[src/rtl/serial_adder_ctrl_pkg.sv]
// Shared types and constants for the bit-serial add/subtract controller.
// Holds the controller state encoding, the default operand width and a sizing helper.
package serial_adder_ctrl_pkg;

  localparam int unsigned DEFAULT_WIDTH = 8;

  typedef enum logic [1:0] {
    IDLE = 2'd0,
    RUN  = 2'd1,
    DONE = 2'd2
  } state_e;

  // Bit-index counter width; at least one bit so tiny widths still get a counter.
  function automatic int unsigned cnt_width(input int unsigned w);
    return (w > 32'd1) ? $clog2(w) : 32'd1;
  endfunction

endpackage

[src/rtl/serial_adder_ctrl_fa.sv]
// Single-bit full adder cell shared across the team's serial arithmetic blocks.
// Purely combinational; the caller owns the carry register.
module TOP_FullAdder (
  input  logic a,
  input  logic b,
  input  logic ci,
  output logic s,
  output logic co
);

  assign s  = a ^ b ^ ci;
  assign co = (a & b) | (a & ci) | (b & ci);

endmodule

[src/rtl/serial_adder_ctrl.sv]
// Bit-serial adder/subtractor: one full-adder cell processes one bit per clock,
// LSB first, and publishes sum, carry-out and signed overflow at completion.
module serial_adder_ctrl
  import serial_adder_ctrl_pkg::*;
#(
  parameter int WIDTH = DEFAULT_WIDTH
) (
  input  logic             clk,
  input  logic             rst_n,
  input  logic             start,
  input  logic             sub,
  input  logic [WIDTH-1:0] a,
  input  logic [WIDTH-1:0] b,
  input  logic             cin,
  output logic             busy,
  output logic             done,
  output logic [WIDTH-1:0] sum,
  output logic             cout,
  output logic             overflow
);

  localparam int CW = cnt_width(WIDTH);
  localparam logic [CW-1:0] LAST_BIT = CW'(WIDTH - 1);

  state_e           state_q, state_d;
  logic [WIDTH-1:0] a_sh_q, a_sh_d;
  logic [WIDTH-1:0] b_sh_q, b_sh_d;
  logic             carry_q, carry_d;
  logic [CW-1:0]    cnt_q, cnt_d;
  logic [WIDTH-2:0] res_q, res_d;
  logic [WIDTH-1:0] sum_q, sum_d;
  logic             cout_q, cout_d;
  logic             ovf_q, ovf_d;
  logic             busy_q, busy_d;
  logic             done_q, done_d;

  logic             fa_s;
  logic             fa_co;
  logic [WIDTH-1:0] res_cat_s;

  TOP_FullAdder u_fa (
    .a  (a_sh_q[0]),
    .b  (b_sh_q[0]),
    .ci (carry_q),
    .s  (fa_s),
    .co (fa_co)
  );

  // New sum bit enters at the top; after the last bit this is the full result.
  assign res_cat_s = {fa_s, res_q};

  // Next-state, datapath and output-register update logic.
  always_comb begin
    state_d = state_q;
    a_sh_d  = a_sh_q;
    b_sh_d  = b_sh_q;
    carry_d = carry_q;
    cnt_d   = cnt_q;
    res_d   = res_q;
    sum_d   = sum_q;
    cout_d  = cout_q;
    ovf_d   = ovf_q;

    case (state_q)
      IDLE: begin
        if (start) begin
          state_d = RUN;
          a_sh_d  = a;
          // Subtraction is a + ~b + 1, so cout=1 means no borrow.
          b_sh_d  = sub ? ~b : b;
          carry_d = sub ? 1'b1 : cin;
          cnt_d   = '0;
          res_d   = '0;
        end else begin
          state_d = IDLE;
        end
      end
      RUN: begin
        a_sh_d  = {1'b0, a_sh_q[WIDTH-1:1]};
        b_sh_d  = {1'b0, b_sh_q[WIDTH-1:1]};
        carry_d = fa_co;
        res_d   = res_cat_s[WIDTH-1:1];
        if (cnt_q == LAST_BIT) begin
          state_d = DONE;
          sum_d   = res_cat_s;
          cout_d  = fa_co;
          ovf_d   = carry_q ^ fa_co;
        end else begin
          cnt_d   = cnt_q + CW'(1);
        end
      end
      DONE: begin
        state_d = IDLE;
      end
      default: begin
        state_d = IDLE;
      end
    endcase

    busy_d = (state_d != IDLE);
    done_d = (state_d == DONE);
  end

  // State and datapath registers with synchronous active-low reset.
  always_ff @(posedge clk) begin
    if (!rst_n) begin
      state_q <= IDLE;
      a_sh_q  <= '0;
      b_sh_q  <= '0;
      carry_q <= 1'b0;
      cnt_q   <= '0;
      res_q   <= '0;
      sum_q   <= '0;
      cout_q  <= 1'b0;
      ovf_q   <= 1'b0;
      busy_q  <= 1'b0;
      done_q  <= 1'b0;
    end else begin
      state_q <= state_d;
      a_sh_q  <= a_sh_d;
      b_sh_q  <= b_sh_d;
      carry_q <= carry_d;
      cnt_q   <= cnt_d;
      res_q   <= res_d;
      sum_q   <= sum_d;
      cout_q  <= cout_d;
      ovf_q   <= ovf_d;
      busy_q  <= busy_d;
      done_q  <= done_d;
    end
  end

  assign busy     = busy_q;
  assign done     = done_q;
  assign sum      = sum_q;
  assign cout     = cout_q;
  assign overflow = ovf_q;

endmodule

[config.mk]
export PLATFORM = sky130hd
export DESIGN_NAME = serial_adder_ctrl
export DESIGN_NICKNAME = d
export VERILOG_FILES = /design/src/rtl/serial_adder_ctrl_pkg.sv /design/src/rtl/serial_adder_ctrl_fa.sv /design/src/rtl/serial_adder_ctrl.sv
export SDC_FILE = /design/constraint.sdc
export NUM_CORES = 1
export LEC_CHECK = 0
export BUFFER_PORTS_ARGS = -buffer_cell sky130_fd_sc_hd__buf_2
export CORE_MARGIN = 3
export CORE_UTILIZATION = 58
export CTS_CLUSTER_DIAMETER = 150
export DETAILED_ROUTE_END_ITERATION = 8
export PLACE_DENSITY = 0.9
export SYNTH_ARGS = -nofsm -noshare
export SYNTH_HDL_FRONTEND = slang
export SYNTH_SLANG_ARGS = --single-unit
[constraint.sdc]
create_clock -name clk -period 4.4 [get_ports clk]
set_input_delay 0.66 -clock clk [delete_from_list [all_inputs] [get_ports clk]]
set_output_delay 0.66 -clock clk [all_outputs]
set_load 0.05 [all_outputs]
==> impl_metrics.tcl <==
set metrics [dict create \
    leakage_nw 0.793 \
    clockBufferDepth 2 \
    synth_edf_count 0 \
    cts_tree "done" \
    area_growth_pct 10.5 \
    route.detailed.drc 0 \
    pwr-share-seq_pct 54.2 \
    antenna_found_initial 0 \
    tightest_slew_ns 0.824 \
    grt_pass1_vias 1244 \
    regArea_um2 821 \
    utilization_pct 68.9 \
    cp_slowest_cell "dfxtp_1" \
    reg2reg_from "state_q[0]$_SDFF_PN0_" \
    fin_setup_tns_ns 0 \
    arrival_ns 0.95 \
    fmaxAchievable_mhz 622 \
    core-area_um2 2830 \
    slew_viol_final 0 \
    syn-num-nets 207 \
    hpwl_mm 2.16 \
    r2r-end "a_sh_q[7]$_SDFFE_PN0P_" \
    drive_gt1_share_pct 21.4 \
    combPwrFrac_pct 11.9 \
    power_density_nw_per_um2 380 \
    diodes 0 \
    start_util_pct 62.4 \
    required_ns 3.74 \
    grt_max_degree 45 \
    die_area_um2 3740 \
    cts_hold_buf 0 \
    power_frac_clock_pct 33.9 \
    post-route-period-util_pct 36.6 \
    rsz0062_at_grt "no" \
    wirelength_mm 3.20 \
    final.min_clock_period_ns 1.61 \
    synth_cell_types 35 \
    status "finished clean" \
    setup_violations 0 \
    path_cells "buf_2" \
    slowest_delay_ns 0.35 \
    num_io_pins 33 \
    p_sw_mw 0.176 \
    cts_setup_buffers 0 \
    gp_congestion 0.754 \
    cts_sinks 41 \
    row_count 19 \
    crit_path_end "sum[7]" \
    cts.reportedPaths.clkPinSlew_ns 0.12 \
    grt_use_total_pct 19.2 \
    async_flop_share_pct 0 \
    avgSynthCellArea_um2 9.64 \
    r2r_cells 3 \
    max-slew-margin-rel_pct 44.9 \
    cts-buffers-inserted 5 \
    worstPathMaxFanout 2 \
    hold_path.class "register to register" \
    multi_input_area_um2 826 \
    drt_first_pass_iters 5 \
    synthCells 183 \
    htreeDepth 2 \
    vias 1369 \
    hold_depth 2 \
    skew_ns 0.0101 \
    p_int_mw 0.565 \
    cp_num_cells 1 \
    grt_first_pass_wirelength_mm 5.41 \
    ys_seq_elements 41 \
    critPathLaunch "sum[7]$_SDFFE_PN0P_" \
    finalHoldViolCount 0 \
    r2r_slack_ns 2.83 \
    die_h_um 61.2 \
    ys.flop_type "dfxtp_1" \
    synth_area_um2 1760 \
    clockRootBuffer "clkbuf_4" \
    io_buffers 32 \
    p_sw_share_pct 23.7 \
    crit_type "register to output port" \
    fin_nets 233 \
    cp-start-kind "register" \
    num-fill-cells 238 \
    cp-end-kind "output port" \
    ctsResizeCount 0 \
    maxCapViolCount 0 \
    detail-route-antenna-nets 0 \
    synth_seq_area_share_pct 46.5 \
    routedWlPerCell_um 13.3 \
    avgViaCountPerCell 5.68 \
    vdd_drop_max_mv 0.320 \
    cp_num_buf_inv 1 \
    path_delay_family "flip-flops" \
    clock_latency_ns 0.34 \
    fp.dieW_um 61.2 \
    drt-initial-drc-count 51 \
    ys_warn_count 0 \
    overflow 0 \
]
synthesized netlist by cell type (all sizes together), types with 2 or more instances:
master  count  area share (%)
dfxtp      41              47
o22ai      11             4.3
o21ai      13             3.7
nor2b      10             4.0
clkbuf      4            0.85
nand2      23             4.9
a22oi       8             3.4
xnor2       7             3.5
o211a       2             1.1
a21boi      8             3.4
nand2b      4             1.4
a211oi      5             2.1
a21oi       8             2.3
and2        5             1.8
inv         5             1.1
xor2        2            0.99
buf         9             4.8
ha          2             1.4
nor2        5             1.1
registers in the layout, indices dropped and copies added, names as in the netlist:
register	count
res_q	7
carry_q	1
overflow	1
sum	8
busy	1
b_sh_q	8
state_q	2
cout	1
a_sh_q	8
done	1
cnt_q	3
power groups by stage:
stage	Clock, mW	Combinational (mW)	Sequential (mW)
2_1_floorplan	0	0.0701	0.407
3_3_place_gp	0	0.0853	0.409
3_5_place_dp	0	0.0866	0.409
4_1_cts	0.252	0.0878	0.401
5_1_grt	0.263	0.0989	0.404
6_report	0.251	0.0882	0.401
routing by layer:
metal	global-route usage (%)	up-vias	wire length (µm)
met5	0	-	0
met4	5.57	0	31
met3	4.61	7	180
met2	31.9	54	1450
met1	24.9	615	1530
li1	-	693	-
metrics by stage:
stage	power, mW	std cells	setup slack [ns]	hold WS [ns]	instance area [µm²]
final	0.741	241	2.79	0.454	1950
after global routing	0.766	241	2.67	0.489	1950
after detailed placement	0.496	233	2.58	0.440	1860
after floorplan	0.478	183	2.89	0.430	1760
after global placement	0.494	233	2.61	0.439	1860
after CTS	0.741	241	2.79	0.456	1950
area by class of cell:
class | instances | share of cell area [%]
Inverter | 5 | 0.963
Sequential cell | 41 | 42.1
Timing Repair Buffer | 32 | 8.22
Tap cell | 31 | 1.99
Multi-Input combinational cell | 124 | 42.4
Clock inverter | 1 | 1.54
Clock buffer | 7 | 2.82
worst min-delay path by stage:
stage / from / slack (ns) / to
after floorplan: res_q[0]$_SDFFE_PN0P_ / 0.43 / sum[0]$_SDFFE_PN0P_
after global placement: overflow$_SDFFE_PN0P_ / 0.44 / overflow$_SDFFE_PN0P_
after detailed placement: overflow$_SDFFE_PN0P_ / 0.44 / overflow$_SDFFE_PN0P_
after CTS: overflow$_SDFFE_PN0P_ / 0.46 / overflow$_SDFFE_PN0P_
after global routing: sum[4]$_SDFFE_PN0P_ / 0.49 / sum[4]$_SDFFE_PN0P_
final: overflow$_SDFFE_PN0P_ / 0.45 / overflow$_SDFFE_PN0P_
placed cells by master, fill, tap and decap left out, types with 2 or more instances in the layout:
cell	synthesis	routed
ha_1	2	2
a22oi_1	8	8
o22ai_1	10	10
xnor2_1	7	7
nand2_1	23	23
and2_1	5	5
o21ai_1	4	4
clkbuf_4	0	5
a21oi_1	8	8
buf_2	1	32
a21boi_1	8	8
o21ai_0	9	9
a211oi_1	5	5
o211a_1	2	2
dfxtp_1	41	41
nand2b_1	4	4
nor2b_1	9	9
nor2_1	5	5
xor2_1	2	2
inv_1	5	5
cells by family (layout without fill, tap and decap cells):
| group | Yosys count | after routing | synth area share (%) |
|---|---|---|---|
| compound gates | 61 | 61 | 24.2 |
| xor+xnor | 9 | 9 | 4.47 |
| buf+inv | 18 | 45 | 6.67 |
| simple gates | 51 | 51 | 15.6 |
| flops | 41 | 41 | 46.5 |
| fa+ha+maj | 3 | 3 | 2.55 |
No activity file was read; power rests on OpenSTA's default activity.
